--- src/rtl/jogo_sequencia_param.sv ---
// Genius-style memory game: FSM, key edge detector, address/round counters.
// Define JOGO_TIMEOUT_EN to build the per-jogada timer and the FIM_TIMEOUT end state.
module jogo_sequencia_param #(
    parameter int NCH            = 4,
    parameter int DEPTH          = 16,
    parameter int TIMEOUT_CICLOS = 3000
) (
    input  logic                     clock,
    input  logic                     reset,
    input  logic                     iniciar,
    input  logic [NCH-1:0]           chaves,
    input  logic [NCH-1:0]           mem_dado,
    output logic [$clog2(DEPTH)-1:0] mem_endereco,
    output logic                     acertou,
    output logic                     errou,
    output logic                     timeout,
    output logic                     pronto,
    output logic [NCH-1:0]           leds,
    output logic                     db_igual,
    output logic [$clog2(DEPTH)-1:0] db_rodada,
    output logic [3:0]               db_estado,
    output logic [NCH-1:0]           db_jogada,
    output logic                     db_tem_jogada
);

    localparam int AW = $clog2(DEPTH);

    if (DEPTH < 2 || TIMEOUT_CICLOS < 2) begin : g_param_check
        $error("jogo_sequencia_param: DEPTH and TIMEOUT_CICLOS must be >= 2");
    end

    typedef enum logic [3:0] {
        INICIAL     = 4'h0,
        PREPARA     = 4'h1,
        ESPERA      = 4'h2,
        REGISTRA    = 4'h3,
        COMPARA     = 4'h4,
        PROX_JOGADA = 4'h5,
        PROX_RODADA = 4'h6,
        FIM_ACERTOU = 4'hA,
        FIM_TIMEOUT = 4'hD,
        FIM_ERROU   = 4'hE
    } estado_t;

    estado_t         state_q, state_d;
    logic [AW-1:0]   addr_q, addr_d;
    logic [AW-1:0]   round_q, round_d;
    logic [NCH-1:0]  jogada_q, jogada_d;
    logic            prev_q;
    logic            acertou_q, errou_q, pronto_q;
    logic            tem, igual, ativo;

    assign tem   = (|chaves) & ~prev_q;
    assign igual = (jogada_q == mem_dado);
    assign ativo = (state_q != INICIAL);

`ifdef JOGO_TIMEOUT_EN
    localparam int TW = $clog2(TIMEOUT_CICLOS);
    logic [TW-1:0] timer_q, timer_d;
    logic          timeout_q;
    logic          expirou;

    assign expirou = (timer_q == TW'(TIMEOUT_CICLOS - 1));
    assign timeout = timeout_q;
`else
    assign timeout = 1'b0;
`endif

    // Next-state and datapath control; the timer restarts on every path back into ESPERA.
    always_comb begin
        state_d  = state_q;
        addr_d   = addr_q;
        round_d  = round_q;
        jogada_d = jogada_q;
`ifdef JOGO_TIMEOUT_EN
        timer_d  = timer_q;
`endif
        case (state_q)
            INICIAL: begin
                if (iniciar) state_d = PREPARA;
            end
            PREPARA: begin
                addr_d   = '0;
                round_d  = '0;
                jogada_d = '0;
`ifdef JOGO_TIMEOUT_EN
                timer_d  = '0;
`endif
                state_d  = ESPERA;
            end
            ESPERA: begin
`ifdef JOGO_TIMEOUT_EN
                timer_d = timer_q + 1'b1;
                if (tem)          state_d = REGISTRA;
                else if (expirou) state_d = FIM_TIMEOUT;
`else
                if (tem) state_d = REGISTRA;
`endif
            end
            REGISTRA: begin
                jogada_d = chaves;
`ifdef JOGO_TIMEOUT_EN
                timer_d  = '0;
`endif
                state_d  = COMPARA;
            end
            COMPARA: begin
                if (!igual)                             state_d = FIM_ERROU;
                else if (addr_q < round_q)              state_d = PROX_JOGADA;
                else if (round_q == AW'(DEPTH - 1))     state_d = FIM_ACERTOU;
                else                                    state_d = PROX_RODADA;
            end
            PROX_JOGADA: begin
                addr_d  = addr_q + 1'b1;
`ifdef JOGO_TIMEOUT_EN
                timer_d = '0;
`endif
                state_d = ESPERA;
            end
            PROX_RODADA: begin
                round_d = round_q + 1'b1;
                addr_d  = '0;
`ifdef JOGO_TIMEOUT_EN
                timer_d = '0;
`endif
                state_d = ESPERA;
            end
`ifdef JOGO_TIMEOUT_EN
            FIM_TIMEOUT,
`endif
            FIM_ACERTOU,
            FIM_ERROU: begin
                if (iniciar) state_d = PREPARA;
            end
            default: begin
                addr_d   = '0;
                round_d  = '0;
                jogada_d = '0;
                state_d  = INICIAL;
            end
        endcase
    end

    // State, counters and Moore flags; flags are decoded from the next state so they line up with db_estado.
    always_ff @(posedge clock) begin
        if (!reset) begin
            state_q   <= INICIAL;
            addr_q    <= '0;
            round_q   <= '0;
            jogada_q  <= '0;
            prev_q    <= 1'b0;
            acertou_q <= 1'b0;
            errou_q   <= 1'b0;
            pronto_q  <= 1'b0;
`ifdef JOGO_TIMEOUT_EN
            timer_q   <= '0;
            timeout_q <= 1'b0;
`endif
        end else begin
            state_q   <= state_d;
            addr_q    <= addr_d;
            round_q   <= round_d;
            jogada_q  <= jogada_d;
            prev_q    <= |chaves;
            acertou_q <= (state_d == FIM_ACERTOU);
            errou_q   <= (state_d == FIM_ERROU);
            pronto_q  <= (state_d == FIM_ACERTOU) || (state_d == FIM_ERROU) ||
                         (state_d == FIM_TIMEOUT);
`ifdef JOGO_TIMEOUT_EN
            timer_q   <= timer_d;
            timeout_q <= (state_d == FIM_TIMEOUT);
`endif
        end
    end

    assign mem_endereco  = addr_q;
    assign db_rodada     = round_q;
    assign db_estado     = state_q;
    assign leds          = jogada_q;
    assign db_jogada     = jogada_q;
    assign acertou       = acertou_q;
    assign errou         = errou_q;
    assign pronto        = pronto_q;
    assign db_igual      = ativo & igual;
    assign db_tem_jogada = ativo & tem;

endmodule

--- config.mk ---
export PLATFORM = sky130hd
export DESIGN_NAME = jogo_sequencia_param
export DESIGN_NICKNAME = d
export VERILOG_FILES = /design/src/rtl/jogo_sequencia_param.sv
export SDC_FILE = /design/constraint.sdc
export NUM_CORES = 1
export LEC_CHECK = 0
export BUFFER_PORTS_ARGS = -buffer_cell sky130_fd_sc_hd__clkbuf_2
export CORE_MARGIN = 2
export CORE_UTILIZATION = 30
export CTS_BUF_LIST = sky130_fd_sc_hd__clkbuf_8
export CTS_CLUSTER_DIAMETER = 40
export CTS_CLUSTER_SIZE = 30
export DETAILED_ROUTE_END_ITERATION = 8
export GPL_TIMING_DRIVEN = 0
export PLACE_DENSITY_LB_ADDON = 0.15
export SYNTH_ARGS = -nofsm -noshare
export SYNTH_HDL_FRONTEND = slang
export SYNTH_SLANG_ARGS = --single-unit
--- constraint.sdc ---
create_clock -name clock -period 1.55 [get_ports clock]
set_input_delay 0.31 -clock clock [delete_from_list [all_inputs] [get_ports clock]]
set_output_delay 0.31 -clock clock [all_outputs]
set_load 0.05 [all_outputs]
* Yosys cells after proc, flatten, opt, wreduce, memory -nomap -nowiden
Index checks and enable logic that the tools add are counted.
** Storage, ports and cells
- Output and inout port bits :: 26
- Register bits after elaboration :: 20
- Logic and storage cells :: 47
- Bits of input ports :: 11
** Operators by class
- $lt $le $gt $ge :: 1
- Bitwise logic cells :: 4
- Muxes and demuxes :: 9
- Reductions and logical operators :: 10
- Eq/ne operators :: 13
- Add/subtract/negate cells :: 2
** Operators by type and width (number)
- 4-bit == test, second input constant :: 6
- 4-bit case mux with 2 select lines :: 3
- 4-bit two-way mux :: 5
- 4-bit case mux with 5 select lines :: 1
- 7-bit OR reduction :: 2
- 4-bit by 3-bit == test with 1-bit output, second input constant :: 3
- 4-bit by 1-bit adder with 4-bit output, second input constant :: 2
- 4-bit by 2-bit == test with 1-bit output, second input constant :: 2
- 3-bit OR reduction :: 2
- 6-bit OR reduction :: 1
- 4-bit by 1-bit == test with 1-bit output, second input constant :: 1
- 4-bit == test :: 1
- 4-bit logical NOT :: 1
- 4-bit < comparator :: 1
- 4-bit nonzero test :: 1
- 4-bit OR reduction :: 1
- 1-bit bitwise AND :: 3
- 1-bit logical OR :: 2
- 1-bit inverter :: 1

* Depth between registers and ports, before layout
- Depth after elaboration :: 8
- Gate-level depth with buffers :: 7
- Gate-level depth less buffers :: 6

* Worst setup path before layout
OpenSTA, ideal clock, no wires.
- Path kind :: register to output
- Start point :: reg state_q[3] (netlist: db_estado[3])
- End point :: out db_tem_jogada
- Cell stages (with the launch flop) :: 5
- Required time :: 1.240 ns
- Path slack :: -1.044 ns
- Path buffers :: 2
- Arrival :: 2.284 ns
- Path through :: dfxtp_1 > buf_6 > clkbuf_1 > nor4_1 > nor3_1
** Between the ends
- Cells in the longest elaborated chain, start to end :: 2
** Ends and longest elaborated chain
- start, declared :: RTL line 45 : estado_t state_q, state_d;
- start signal, assigned :: RTL line 160 : state_q <= state_d;
- 4-bit nonzero test :: RTL line 55 : assign ativo = (state_q != INICIAL);
- 1-bit bitwise AND :: RTL line 185 : assign db_tem_jogada = ativo & tem;
- end, declared :: RTL line 23 : output logic db_tem_jogada
Every way passes these cells.

* Worst setup path after layout
- Start point :: reg state_q[1] (netlist: db_estado[1])
- End point :: out db_tem_jogada
Same word-level chain as after synthesis.

==> impl_metrics.tcl <==
set metrics [dict create \
    outcome "complete, but fails checks" \
    violations "negative setup slack" \
    synth-edff-count 0 \
    cts_buffer_depth 2 \
    min_path_type "input pin to flip-flop" \
    drc 0 \
    grt_pass1_vias 1032 \
    start_util_pct 31.17 \
    drtIter0Drc 46 \
    max_freq_ghz 0.5957 \
    setup_viol 2 \
    grt_pass1_wl_um 4726 \
    peakVddDrop_uv 410.2 \
    syn-num-nets 149 \
    yosys-top-cells-area "dfxtp_1 35%, ha_1 5.5%, buf_4 4.6%" \
    port_buffers 35 \
    p_seq_share_pct 40.0 \
    fin_ws_ps -128.6 \
    cap_viol_max_count 0 \
    wl_um 2798 \
    avgSynthCellArea_um2 8.580 \
    worst_pin_slew_ps 520.1 \
    p_switching_mw 0.5207 \
    yosysSeqAreaShare_pct 35.09 \
    fp-row-count 22 \
    hold_viol 0 \
    synth-main-ff-cell "dfxtp_1" \
    p_comb_share_pct 35.6 \
    dr.pass1.iters 4 \
    synth_top_cell_by_area "dfxtp_1" \
    rsz0062_at_grt "true" \
    ys_async_sr_fraction_pct 0 \
    gp_congestion 0.8449 \
    core_um2 3661 \
    synth_commonest_cells "20 x dfxtp_1, 13 x nor2_1, 9 x a21oi_1, 9 x nand2_1, 7 x buf_4" \
    grt_max_degree 12 \
    clock_insertion_delay_worst_skew_ps 260 \
    p_per_area_nw_per_um2 846.8 \
    cts_buffers 3 \
    track_usage_pct 14.19 \
    antenna_cells 0 \
    total_power_mw 1.436 \
    cellLeakagePower_nw 0.6751 \
    cts_tree "yes" \
    die_x_um 65.68 \
    relSlewSlack_pct 65.10 \
    p_sw_share_pct 36.27 \
    required_ps 1240 \
    power_frac_clock_pct 24.4 \
    crit_type "flip-flop to primary output" \
    rr_worst_depth 6 \
    drv_slew 0 \
    dieArea_um2 4313 \
    antenna_found_initial 0 \
    vias 1093 \
    synth_warnings 0 \
    ios 37 \
    wl_per_cell_um 12.33 \
    fin_nets 196 \
    syn_area_um2 1141 \
    finalClockSkew_ps 2.420 \
    synth_top_area_share_pct 35.09 \
    viasPerCell 4.815 \
    grt-ovfl-total 0 \
    synthMostInstantiatedCell "dfxtp_1" \
    period_minus_slack_ps 1679 \
    die_h_um 65.68 \
    final_util_pct 46.31 \
    start_kind "flip-flop" \
    yosysUniqueCellTypes 38 \
    critPathMaxFanout 5 \
    critPathArrivalTime_ps 1370 \
    clk_pin_slew_worst_paths_ps 70 \
    power.internal_mw 0.9150 \
    dpl.hpwl_um 2111 \
    cts.sinks 20 \
    h-tree-depth 1 \
    yosys_register_bits 20 \
    period_share_pct 108.3 \
    drive_gt1_share_pct 52.51 \
    syn2layout_area_growth_pct 48.57 \
    ant_nets 0 \
    end_kind "primary output" \
    whs_path_depth 3 \
    syn_inst 133 \
    cts_root_buffer "clkbuf_8" \
]
## kinds of logic (layout without fill, tap and decap cells)
family / Yosys count / count (layout) / synth area share, %
flip-flops: 20 / 20 / 35.09
AO/OA/AOI/OAI: 33 / 33 / 19.41
AND/OR/NAND/NOR: 46 / 46 / 21.49
adder cells (fa/ha/maj): 5 / 5 / 5.482
multiplexers: 3 / 3 / 2.632
other: 1 / 1 / 0.3286
XOR/XNOR: 8 / 8 / 6.141
buffers and inverters: 17 / 63 / 9.430
## metal layers
layer	track usage, %	vias up	part of all wire, %
met1	17.86	494	46
met4	6.250	0	1.7
met3	2.740	5	6.3
li1	-	562	-
met2	23.36	32	46
met5	0	-	0
## power groups by stage
stage | combinational (mW) | sequential, mW | clock, mW
finish | 0.511 | 0.575 | 0.350
global route | 0.548 | 0.580 | 0.389
CTS | 0.487 | 0.573 | 0.366
detailed placement | 0.460 | 0.588 | 0
global placement | 0.452 | 0.585 | 0
floorplan | 0.280 | 0.669 | 0
## stage by stage
stage          worst slack (ps)  cell area, µm²  setup TNS (ps)  hold slack, ps  instances
2_1_floorplan            -30.63            1267          -30.63           436.8        133
3_3_place_gp             -210.2            1503          -499.2           493.0        216
3_5_place_dp             -217.5            1503          -535.9           503.3        216
4_1_cts                  -178.1            1613          -319.3           331.6        224
5_1_grt                  -184.1            1695          -422.1           354.1        227
6_report                 -128.6            1695          -232.7           343.7        227
## cell type report
type	count	area (µm²)
timing repair buffer	44	262.8
multi-input combinational	96	762.0
clock inverter	1	3.754
fill	366	1966
inverter	7	28.78
clock buffer	3	41.29
buffer	8	88.84
sequential	20	447.9
tap	48	60.06
## cell usage in the layout, fill, tap and decap left out, types with 2 or more instances in the layout
cell type,count
nand2_1,8
o21ai_1,2
dfxtp_1,4
a22oi_1,4
a31oi_1,2
buf_8,3
nand4_1,2
a21oi_2,2
nor3_4,2
xnor2_1,5
o21ai_2,2
buf_4,14
o21ai_0,5
dfxtp_2,5
dfxtp_4,11
mux2i_1,3
or3_1,2
nor2_1,11
nor4_4,2
nor2b_1,5
a21oi_1,8
clkbuf_2,33
ha_1,3
xor2_1,3
nor3_1,2
inv_1,6
clkbuf_8,3
## state kept, by name, summed over array words and instances (netlist names)
signal,flops
db_jogada,4
prev_q,1
errou,1
db_estado,4
db_rodada,4
pronto,1
mem_endereco,4
acertou,1
## path summary, 6_finish.rpt
| kind | startpoint | end | slack, ps |
|---|---|---|---|
| max reg2reg | db_rodada[1]$_SDFFE_PN0N_ | db_estado[0]$_SDFF_PN0_ | 10 |
| min | chaves[3] | db_jogada[3]$_SDFFE_PN0N_ | 340 |
| min reg2reg | db_rodada[3]$_SDFFE_PN0N_ | db_rodada[3]$_SDFFE_PN0N_ | 510 |
| max | db_estado[1]$_SDFF_PN0_ | db_tem_jogada | -130 |
## repair_timing
action / 4_1_cts / 5_1_grt
endpoints found under the setup margin: 7 / 8
pin swaps: 3 / 3
hold buffers: 0 / 0
gates resized for setup: 8 / 15
hold endpoints to repair: 0 / 0
setup buffers: 5 / 4
## critical path, cell delays in order, from the launching register on
cell,delay [ps]
dfxtp_4,360
buf_8,120
nor4_4,240
buf_4,170
nor3_4,40
buf_8,170
(Power assumes the default switching activity.)
